`src/rtl/fallthrough_fifo_small.sv`:
```
// Small first-word-fall-through FIFO: the oldest stored word is always visible on dout,
// and rd_en simply pops it. Flags are decoded from a registered occupancy counter.
module fallthrough_fifo_small #(
  parameter int WIDTH               = 72,
  parameter int MAX_DEPTH_BITS      = 3,
  parameter int PROG_FULL_THRESHOLD = (2 ** MAX_DEPTH_BITS) - 1
) (
  input  logic             clk,
  input  logic             reset,
  input  logic [WIDTH-1:0] din,
  input  logic             wr_en,
  input  logic             rd_en,
  output logic [WIDTH-1:0] dout,
  output logic             full,
  output logic             nearly_full,
  output logic             prog_full,
  output logic             empty
);

  localparam int DEPTH = 2 ** MAX_DEPTH_BITS;
  localparam int CW    = MAX_DEPTH_BITS + 1;

  localparam logic [CW-1:0]             DEPTH_CNT  = CW'(DEPTH);
  localparam logic [CW-1:0]             NEARLY_CNT = CW'(DEPTH - 1);
  localparam logic [CW-1:0]             CNT_ONE    = CW'(1);
  localparam logic [MAX_DEPTH_BITS-1:0] PTR_ONE    = MAX_DEPTH_BITS'(1);

  logic [WIDTH-1:0]          mem [DEPTH];
  logic [MAX_DEPTH_BITS-1:0] wr_ptr;
  logic [MAX_DEPTH_BITS-1:0] rd_ptr;
  logic [CW-1:0]             count;
  logic                      rd_ok;
  logic                      wr_ok;

  // A pop frees a slot in the same edge, so a full FIFO can still take a write alongside a read.
  assign rd_ok = rd_en && !empty;
  assign wr_ok = wr_en && (!full || rd_ok);

  assign empty       = (count == '0);
  assign full        = (count == DEPTH_CNT);
  assign nearly_full = (count >= NEARLY_CNT);
  assign prog_full   = (int'(count) >= PROG_FULL_THRESHOLD);

  assign dout = mem[rd_ptr];

  always_ff @(posedge clk) begin
    if (!reset && wr_ok) begin
      mem[wr_ptr] <= din;
    end
  end

  always_ff @(posedge clk) begin
    if (reset) begin
      wr_ptr <= '0;
      rd_ptr <= '0;
      count  <= '0;
    end else begin
      if (wr_ok) begin
        wr_ptr <= wr_ptr + PTR_ONE;
      end
      if (rd_ok) begin
        rd_ptr <= rd_ptr + PTR_ONE;
      end
      unique case ({wr_ok, rd_ok})
        2'b10:   count <= count + CNT_ONE;
        2'b01:   count <= count - CNT_ONE;
        default: count <= count;
      endcase
    end
  end

endmodule

```
`config.mk`:
```
export PLATFORM = sky130hd
export DESIGN_NAME = fallthrough_fifo_small
export DESIGN_NICKNAME = d
export VERILOG_FILES = /design/src/rtl/fallthrough_fifo_small.sv
export SDC_FILE = /design/constraint.sdc
export NUM_CORES = 1
export LEC_CHECK = 0
export CAP_MARGIN = 25
export CORE_UTILIZATION = 55
export CTS_BUF_LIST = sky130_fd_sc_hd__clkbuf_2
export DETAILED_ROUTE_END_ITERATION = 8
export HOLD_SLACK_MARGIN = 0.1
export PLACE_DENSITY_LB_ADDON = 0.3
export SLEW_MARGIN = 30
export SYNTH_ARGS = -nofsm -noshare
export SYNTH_HDL_FRONTEND = slang
export SYNTH_SLANG_ARGS = --single-unit
```
`constraint.sdc`:
```
create_clock -name clk -period 9.65 [get_ports clk]
set_input_delay 1.93 -clock clk [delete_from_list [all_inputs] [get_ports clk]]
set_output_delay 1.93 -clock clk [all_outputs]
set_load 0.02 [all_outputs]
```
==> out/metrics.cfg <==
[run_status]
run_status = completed

[cts]
clockBufferDepth = 3
cts_tree = yes
postCtsHoldBufs = 0
clkLatencyLatePin_ps = 1050
path_clk_slew_ps = 100
post_cts.repair.setup_buffers = 0
root_buffer = sky130_fd_sc_hd__clkbuf_2
clock_sinks = 589
htreeDepth = 4
cts_resized = 0
cts_inserted_buffers = 142

[synth]
synth.lib_cells_used.distinct = 42
async_flop_share_pct = 0
syn_inst = 920
synth_flop_cell = sky130_fd_sc_hd__edfxtp_1
yosysWarnings = 0
synth.net_count = 1001
synth_edf_count = 576
avgSynthCellArea_sq_um = 24.6
synthesized_flop_and_latch_total = 589
synth-seq-area-share_pct = 77.5
synth.cell_area_sq_um = 22600

[grt]
gr-usage-met1_pct = 29.4
groute.layer.met2.usage_pct = 32.7
gr-usage-all-layers_pct = 21.2
vias_in_the_first_global_route = 11120
globalRoute.totalOverflow = 0
routing_layer_with_the_top_usage_in_global_route = met2
antenna_found_initial = 3
grt_max_degree = 70
grtUsageMet3_pct = 4.98
grt_first_pass_wirelength_mm = 64.5

[layout]
seq_area_sq_um = 17600
areaGrowthSynthToFinish_pct = 15.7
mostFrequentLayoutCells = sky130_fd_sc_hd__edfxtp_1 (576), sky130_fd_sc_hd__clkbuf_2 (206), sky130_fd_sc_hd__clkdlybuf4s50_1 (151)
multi_input_comb_area_sq_um = 4820
finalNetCount = 1271
num-fill-cells = 2679
post_route_cells_drive_above_1_share_pct = 36.3
leading_cell_type_in_the_layout_fill_and_taps_excluded = sky130_fd_sc_hd__edfxtp_1

[detailed_routing]
route.antenna.remaining_nets = 0
finalWirelength_mm = 42.4
detailroute.via_count = 10386
routedWlPerCell_um = 23.2
detail_route.first_pass.iterations = 4
via_per_inst = 5.69
first_iter_violations = 691
post-route-drc-count = 0

[setup_path]
crit-reg2reg-launch = count[0]
worst-endpoint-required_ps = 7720
critPathSlowestCell = sky130_fd_sc_hd__dfxtp_4
setup.worst_path.class = reg -> out
crit_family = buffers and inverters
cpPeakStageDelay_ps = 750
reg2reg_to = mem[5][66]
timing.critical_path.buf_inv = 2
regToRegSetupSlack_ps = 6340
timing.critical_path.cells = buf_6 -> mux4_2 -> mux2_4 -> clkdlybuf4s50_1
critPathCaptureType = output pin
worst_r2r_path_cells = 4
cp-start-kind = flop
critical_path_arrival_ps = 3870
path_max_fanout = 50

[placed_design]
gp_routability_congestion = 0.705
numPortBuffers = 151
detailed_place_hpwl_mm = 22.2

[sta]
fin_crit_sh_pct = 60.1
setup_repair_after_global_routing_missed_its_margin = false
finalSetupTns_ps = 0
max_slew.worst_pin.slew_ps = 986
achievable_freq_mhz = 172
timing.slew.headroom_pct = 34.2
hold_viol_final = 0
period_needed_ps = 5800
drv_slew = 0
report.final.setup_viol = 0
fin_hold_ws_ps = 546
clock_skew_ps = 94.5

[floorplanning]
placement_rows = 73
die_x_um = 205
start_util_pct = 56.4
dieHeight_um = 205
fp.coreArea_sq_um = 40200
floorplan.die_area_sq_um = 42000
floorplan.io_pins = 152

[min_path]
hp-start = rd_ptr[1]
min-delay-path-class = reg -> reg
hold-path-cell-count = 2

[power]
cellLeakagePower_nw = 8.47
power-per-cell-area_nw_per_um2 = 236
vdd.ir_drop.worst_v = 0.000142

[job]
max_capacitance_violation_count = 0

## cells in the mapped netlist (all sizes together) (2+ instances only)
library cell | number | area share, %
xor2 | 4 | 0.15
o21ai | 2 | 0.11
clkbuf | 12 | 0.20
edfxtp | 576 | 76
nor2 | 17 | 0.28
ha | 4 | 0.22
nand2 | 3 | 0.050
nor3 | 4 | 0.088
mux4 | 144 | 14
nand3b | 2 | 0.066
mux2 | 72 | 4.6
o211ai | 3 | 0.099
buf | 34 | 1.2
nand3 | 2 | 0.044
dfxtp | 13 | 1.1
mux2i | 3 | 0.13
a211oi | 2 | 0.12
inv | 3 | 0.050
xnor2 | 3 | 0.12
nand2b | 2 | 0.055
a21oi | 2 | 0.044
## worst max path at each step
| stage | to | depth (start not counted) | start |
|---|---|---|---|
| 2_1_floorplan | mem[1][0] | 3 | wr_en |
| 3_3_place_gp | dout[55] | 4 | flop |
| 3_5_place_dp | mem[5][70] | 5 | rd_en |
| 4_1_cts | dout[26] | 4 | flop |
| 5_1_grt | dout[55] | 4 | flop |
| 6_report | dout[58] | 4 | flop |
## worst register-to-register path: stages, from the launching register on
cell and delay (ps):
sky130_fd_sc_hd__dfxtp_1 510, sky130_fd_sc_hd__or3_1 370, sky130_fd_sc_hd__o211ai_1 400, sky130_fd_sc_hd__nor2_4 820, sky130_fd_sc_hd__buf_4 830
## registers in the layout, summed over array words and instances (netlist names), named ones only
name,flops
count,4
mem,576
rd_ptr,3
wr_ptr,3
## metrics by stage
step / util (%) / instance area, sq um / total power [W] / setup slack, ps / std cells
6_report: 65.2 / 26200 / 0.00620 / 3850 / 1825
3_5_place_dp: 61.7 / 24800 / 0.00462 / 4360 / 1570
2_1_floorplan: - / 22700 / 0.00417 / 1730 / 920
5_1_grt: 65.2 / 26200 / 0.00649 / 3550 / 1825
3_3_place_gp: 61.4 / 24700 / 0.00458 / 4140 / 1567
4_1_cts: 65.1 / 26100 / 0.00628 / 3380 / 1822
## metal layers
| metal | wire length (um) | up-vias |
|---|---|---|
| li1 | - | 4570 |
| met1 | 18200 | 5387 |
| met2 | 20700 | 368 |
| met3 | 2770 | 59 |
| met4 | 710 | 2 |
| met5 | 12 | - |
## where the power goes
| group | leakage (nW) | internal [W] | switching (W) |
|---|---|---|---|
| combinational | 2.14 | 0.000884 | 0.000702 |
| sequential | 5.31 | 0.00288 | 0.0000723 |
| clock | 1.01 | 0.000731 | 0.000930 |
## area by class of cell
type	count	share of cell area [%]
diodes	2	0.0191
clock buffers	206	3.94
clock inverters	46	1.29
inverters	3	0.0430
multi-input cells	282	18.4
flip-flops and latches	589	67.1
well taps	525	2.51
repair buffers	172	6.72
## cell families (layout without fill, tap and decap cells)
| logic type | count (synthesis) | count (layout) | share of synthesized area (%) |
|---|---|---|---|
| flip-flops | 589 | 589 | 77.5 |
| buffers and inverters | 49 | 427 | 1.50 |
| multiplexers | 219 | 219 | 19.0 |
| other | 0 | 2 | 0 |
| adder cells (fa/ha/maj) | 5 | 5 | 0.309 |
| AND/OR/NAND/NOR | 37 | 37 | 0.818 |
| AO/OA/AOI/OAI | 14 | 14 | 0.553 |
| XOR/XNOR | 7 | 7 | 0.271 |
(Power assumes the default switching activity.)
